<file path="config.mk">
export PLATFORM = sky130hd
export DESIGN_NAME = wisc_ex_mem_reg
export DESIGN_NICKNAME = d
export VERILOG_FILES = /design/src/rtl/wisc_ex_mem_reg.sv
export SDC_FILE = /design/constraint.sdc
export NUM_CORES = 1
export LEC_CHECK = 0
export CAP_MARGIN = 20
export CORE_ASPECT_RATIO = 0.9
export CORE_MARGIN = 2
export CORE_UTILIZATION = 40
export CTS_CLUSTER_DIAMETER = 120
export DETAILED_ROUTE_END_ITERATION = 8
export PLACE_DENSITY_LB_ADDON = 0.15
export RECOVER_POWER = 100
export SYNTH_ARGS = -nofsm -noshare
export SYNTH_HDL_FRONTEND = slang
export SYNTH_SLANG_ARGS = --single-unit
</file>
<file path="constraint.sdc">
create_clock -name clk -period 1.77 [get_ports clk]
set_clock_uncertainty 0.05 [all_clocks]
set_input_delay 0.177 -clock clk [delete_from_list [all_inputs] [get_ports clk]]
set_output_delay 0.177 -clock clk [all_outputs]
set_load 0.03 [all_outputs]
</file>
<file path="src/rtl/wisc_ex_mem_reg.sv">
// rtl/wisc_ex_mem_reg.sv - EX/MEM pipeline register with single-cycle cache request issue
//
// Purpose:
//   Captures EX-stage results, issues each load/store to the cache as a
//   one-cycle read/write request, and back-pressures EX until the cache
//   reports completion (cache_done) or an error (mem_err). Flush and halt
//   are applied at capture so that only valid instructions reach memory.
//
// Ports:
//   clk, rst                  clock (rising edge), asynchronous active-low reset
//   ex_valid, flush           EX holds a real instruction / kill the one being captured
//   ex_*                      EX control and data fields
//   cache_done, mem_err       memory stage completion / error for the current access
//   stall_up                  EX must hold its outputs
//   valid                     stage holds a live instruction
//   mem_read_enable,
//   mem_write_enable          single-cycle cache request strobes
//   halt_out .. reg_write     stored control bits gated by valid
//   PC_offset, alu_result,
//   write_data, write_reg     stored data fields (ungated)
//   err                       sticky memory error
module wisc_ex_mem_reg #(
  parameter int ADDR_W = 16,
  parameter int REG_W  = 3
) (
  input  logic              clk,
  input  logic              rst,
  input  logic              ex_valid,
  input  logic              flush,
  input  logic              ex_halt,
  input  logic              ex_mem_read,
  input  logic              ex_mem_write,
  input  logic              ex_change_PC,
  input  logic              ex_exception,
  input  logic              ex_exception_return,
  input  logic              ex_reg_write,
  input  logic [ADDR_W-1:0] ex_PC_offset,
  input  logic [ADDR_W-1:0] ex_alu_result,
  input  logic [ADDR_W-1:0] ex_write_data,
  input  logic [REG_W-1:0]  ex_write_reg,
  input  logic              cache_done,
  input  logic              mem_err,
  output logic              stall_up,
  output logic              valid,
  output logic              mem_read_enable,
  output logic              mem_write_enable,
  output logic              halt_out,
  output logic              change_PC,
  output logic              exception,
  output logic              exception_return,
  output logic              reg_write,
  output logic [ADDR_W-1:0] PC_offset,
  output logic [ADDR_W-1:0] alu_result,
  output logic [ADDR_W-1:0] write_data,
  output logic [REG_W-1:0]  write_reg,
  output logic              err
);

  typedef enum logic [1:0] {
    S_IDLE  = 2'd0,
    S_ISSUE = 2'd1,
    S_WAIT  = 2'd2
  } state_t;

  state_t state;

  logic halt_q;
  logic change_pc_q;
  logic exception_q;
  logic exception_return_q;
  logic reg_write_q;
  logic rd_q;
  logic wr_q;
  logic flush_pend;
  logic halted;

  logic capture;
  logic flush_eff;
  logic cap_valid;
  logic cap_mem;

  // An access in flight releases the stage on completion or on error.
  assign stall_up  = (state != S_IDLE) & ~cache_done & ~mem_err;
  assign capture   = ~stall_up;
  // A flush seen while stalled is remembered and applied to the next capture.
  assign flush_eff = flush | flush_pend;
  assign cap_valid = ex_valid & ~flush_eff & ~halted;
  assign cap_mem   = cap_valid & (ex_mem_read | ex_mem_write);

  always_ff @(posedge clk or negedge rst) begin
    if (!rst) begin
      state              <= S_IDLE;
      valid              <= 1'b0;
      halt_q             <= 1'b0;
      change_pc_q        <= 1'b0;
      exception_q        <= 1'b0;
      exception_return_q <= 1'b0;
      reg_write_q        <= 1'b0;
      rd_q               <= 1'b0;
      wr_q               <= 1'b0;
      PC_offset          <= '0;
      alu_result         <= '0;
      write_data         <= '0;
      write_reg          <= '0;
      flush_pend         <= 1'b0;
      halted             <= 1'b0;
      err                <= 1'b0;
    end else begin
      if ((state != S_IDLE) && mem_err) begin
        err <= 1'b1;
      end
      if (capture) begin
        valid              <= cap_valid;
        halt_q             <= ex_halt;
        change_pc_q        <= ex_change_PC;
        exception_q        <= ex_exception;
        exception_return_q <= ex_exception_return;
        reg_write_q        <= ex_reg_write;
        rd_q               <= ex_mem_read;
        wr_q               <= ex_mem_write;
        PC_offset          <= ex_PC_offset;
        alu_result         <= ex_alu_result;
        write_data         <= ex_write_data;
        write_reg          <= ex_write_reg;
        flush_pend         <= 1'b0;
        halted             <= halted | (cap_valid & ex_halt);
        state              <= cap_mem ? S_ISSUE : S_IDLE;
      end else begin
        // Stalled: the issued access is never aborted, only the next capture is.
        if (flush) begin
          flush_pend <= 1'b1;
        end
        if (state == S_ISSUE) begin
          state <= S_WAIT;
        end
      end
    end
  end

  // Requests are strobed only in the first cycle of an access; read wins
  // over the illegal read+write encoding.
  assign mem_read_enable  = (state == S_ISSUE) & rd_q;
  assign mem_write_enable = (state == S_ISSUE) & wr_q & ~rd_q;

  assign halt_out         = halt_q & valid;
  assign change_PC        = change_pc_q & valid;
  assign exception        = exception_q & valid;
  assign exception_return = exception_return_q & valid;
  assign reg_write        = reg_write_q & valid;

endmodule
</file>
==> run metrics <==
initial antenna violation count=0; WL/cell=14.6 um; Worst Hold Depth=2; Worst-path clk slew=0.07 ns; fin crit period=1.67 ns; Seq/Total Area, Yosys=0.639; CTS buffer count=9; peak supply drop=0.542 mV; Synth Instances=149; Max Cap Viol=0; dpl hpwl=3860 um; worst-path cell chain=dlygate4sd3_1; synthesized flop and latch total=64; drt pass-1 iters=4; Gate power share=0.190; post-synthesis simple-gate area fraction=0.0405; R2R depth=3; synth cell count leaders=dfrtp_1 (64), mux2_2 (53), buf_6 (6), mux2_4 (6), and2_1 (5); Clock Tree Root=clkbuf_8; Worst-Skew Late Latency=0.33 ns; type of origin of the critical path=register; EDFF count, synth=0; Worst path depth=1; DRC=0; Sw Share=0.271; slew margin rel.=0.425; Clk network pwr share=0.318; Synthesis Warnings=0; initial core utilization=0.412; Synthesized Nets=213; reg2reg setup slack=0.14 ns; clk buf depth=2; Die X=87.4 um; Critical Path RT=1.54 ns; area leader, netlist=dfrtp_1; final slew viol count=0; GR Util All Layers=0.162; antenna fix cells=0; post-synthesis xor/xnor area fraction=0; main combinational cell family by area after synthesis=multiplexers; Worst Path Buf+Inv=1; min-delay worst type=input pin to register; Via density=4.73; portion of netlist area occupied by mux cells=0.274; Die Y=79.1 um; Netlist cell types=19; FFs w/ async S/R, synth=1.00; final core occ=0.650; Final WS setup=0.103 ns; synthesis-to-layout area growth=57.7%; delay-heaviest family, CP=buffers and inverters; Core Box Area=6080 um^2; hold_ws=0.404 ns; Worst setup endpoint=write_data[14]; gr ovfl total=0; Synth area leaders=dfrtp_1 (64%), mux2_2 (24%), mux2_4 (3.6%), buf_6 (2.7%), and2_1 (1.2%); critical register-to-register path endpoint=alu_result[12]; Antenna Nets Post-Route=0; synthesized area per cell=16.8 um^2; GPL Wtd Cong=0.691; crit path DAT=1.44 ns; Max H-tree Level=3; pin count of the biggest net entering global routing=65; crit end category=output port; Max Clk Rate=600 MHz; Largest regs=PC_offset (16), alu_result (16), write_data (16); top-count cell post-synth=dfrtp_1; vias in the first global route=1794; CTS tree=built; RSZ-0062 raised after global routing=no; Worst path max stage delay=0.76 ns; fillers=481; CTS Sinks=64; # IOs=125; final WL=5270 um; Die ar.=6910 um^2; IO Port Bufs=124; Crit Path Max Fanout=2; Fin. Hold Viols=0; Worst Tran Pin Value=0.862 ns; Final nets=348; post-synthesis compound-gate area fraction=0.0160; part of the power in registers=0.492; switching pwr=884 uW; Worst Setup SP=write_data[14]; final worst-path cycle share=0.942; Setup TNS Final=0 ns; CP max-delay cell=dlygate4sd3_1; first-iteration detailed-routing DRC count=28; Static Leakage=0.00171 uW; outcome=finished clean; Row Count=27; dpl ws=0.0964 ns; Synth Area in Adders=0; total number of vias=1708; Top FF cell, synth=dfrtp_1; setup violators final=0; Netlist Area Pre-Place=2500 um^2; critical path type=register to output port; Power Density=827 nW/um^2; first-pass GRT wire length=8440 um; R2R Path Start=state[1]; Synth top area share=0.639; share of layout cells above drive strength 1=0.284; Cell Int Power=2380 uW
how the worst min path moves through the flow:
stage                     start        endpoint  slack, ns
2_1_floorplan               rst    PC_offset[0]      -0.17
3_3_place_gp                rst   PC_offset[10]       0.17
3_5_place_dp                rst   write_data[9]       0.17
4_1_cts                     rst  alu_result[14]       0.35
5_1_grt        ex_alu_result[8]   alu_result[8]       0.39
6_report        ex_write_reg[1]    write_reg[1]       0.40
cell type report:
type	count	area [um^2]	area share
clock inverters	5	33.8	0.00855
clock buffers	11	131	0.0332
flip-flops and latches	64	1600	0.405
multi-input cells	77	813	0.206
repair buffers	130	1270	0.322
well taps	72	90.1	0.0228
inverters	2	7.51	0.00190
what timing repair did:
action                                  4_1_cts  5_1_grt
resized for setup                             7        2
hold buffers                                  1        0
buffers inserted                              0        0
endpoints found under the setup margin        7        2
endpoints found under the hold margin        64        0
layout by cell type, fill, tap and decap left out, drive strengths merged, types with 2 or more instances in the layout:
cell type / count
clkinvlp: 2
mux2: 59
clkdlybuf4s50: 62
clkinv: 3
and2: 6
dlygate4sd2: 6
clkbuf: 15
inv: 2
dlygate4sd3: 53
o21ai: 2
buf: 4
dfrtp: 64
nor2: 3
cells by family after synthesis:
logic type,Yosys count
DFF,64
buffers and inverters,8
and+or+nand+nor,14
AOI/OAI and AO/OA,4
muxes,59
power groups by stage:
stage          combinational [uW]  clock (uW)  sequential [uW]
2_1_floorplan                 145           0             1800
3_3_place_gp                  672           0             1640
3_5_place_dp                  678           0             1640
4_1_cts                       677        1090             1610
5_1_grt                       660        1160             1620
6_report                      622        1040             1610
metrics by stage:
step / std cells / power (uW) / cell area, um^2
after floorplan: 149 / 1940 / 2500
after global placement: 344 / 2310 / 3840
after detailed placement: 344 / 2320 / 3840
after CTS: 361 / 3380 / 4000
after global routing: 361 / 3440 / 3950
final: 361 / 3270 / 3950
per-layer routing:
metal | GRT usage | share of wire
met5 | 0 | 0
met4 | 0.0554 | 0.010
met3 | 0.0863 | 0.097
met2 | 0.246 | 0.48
met1 | 0.196 | 0.41
(Power assumes the default switching activity.)
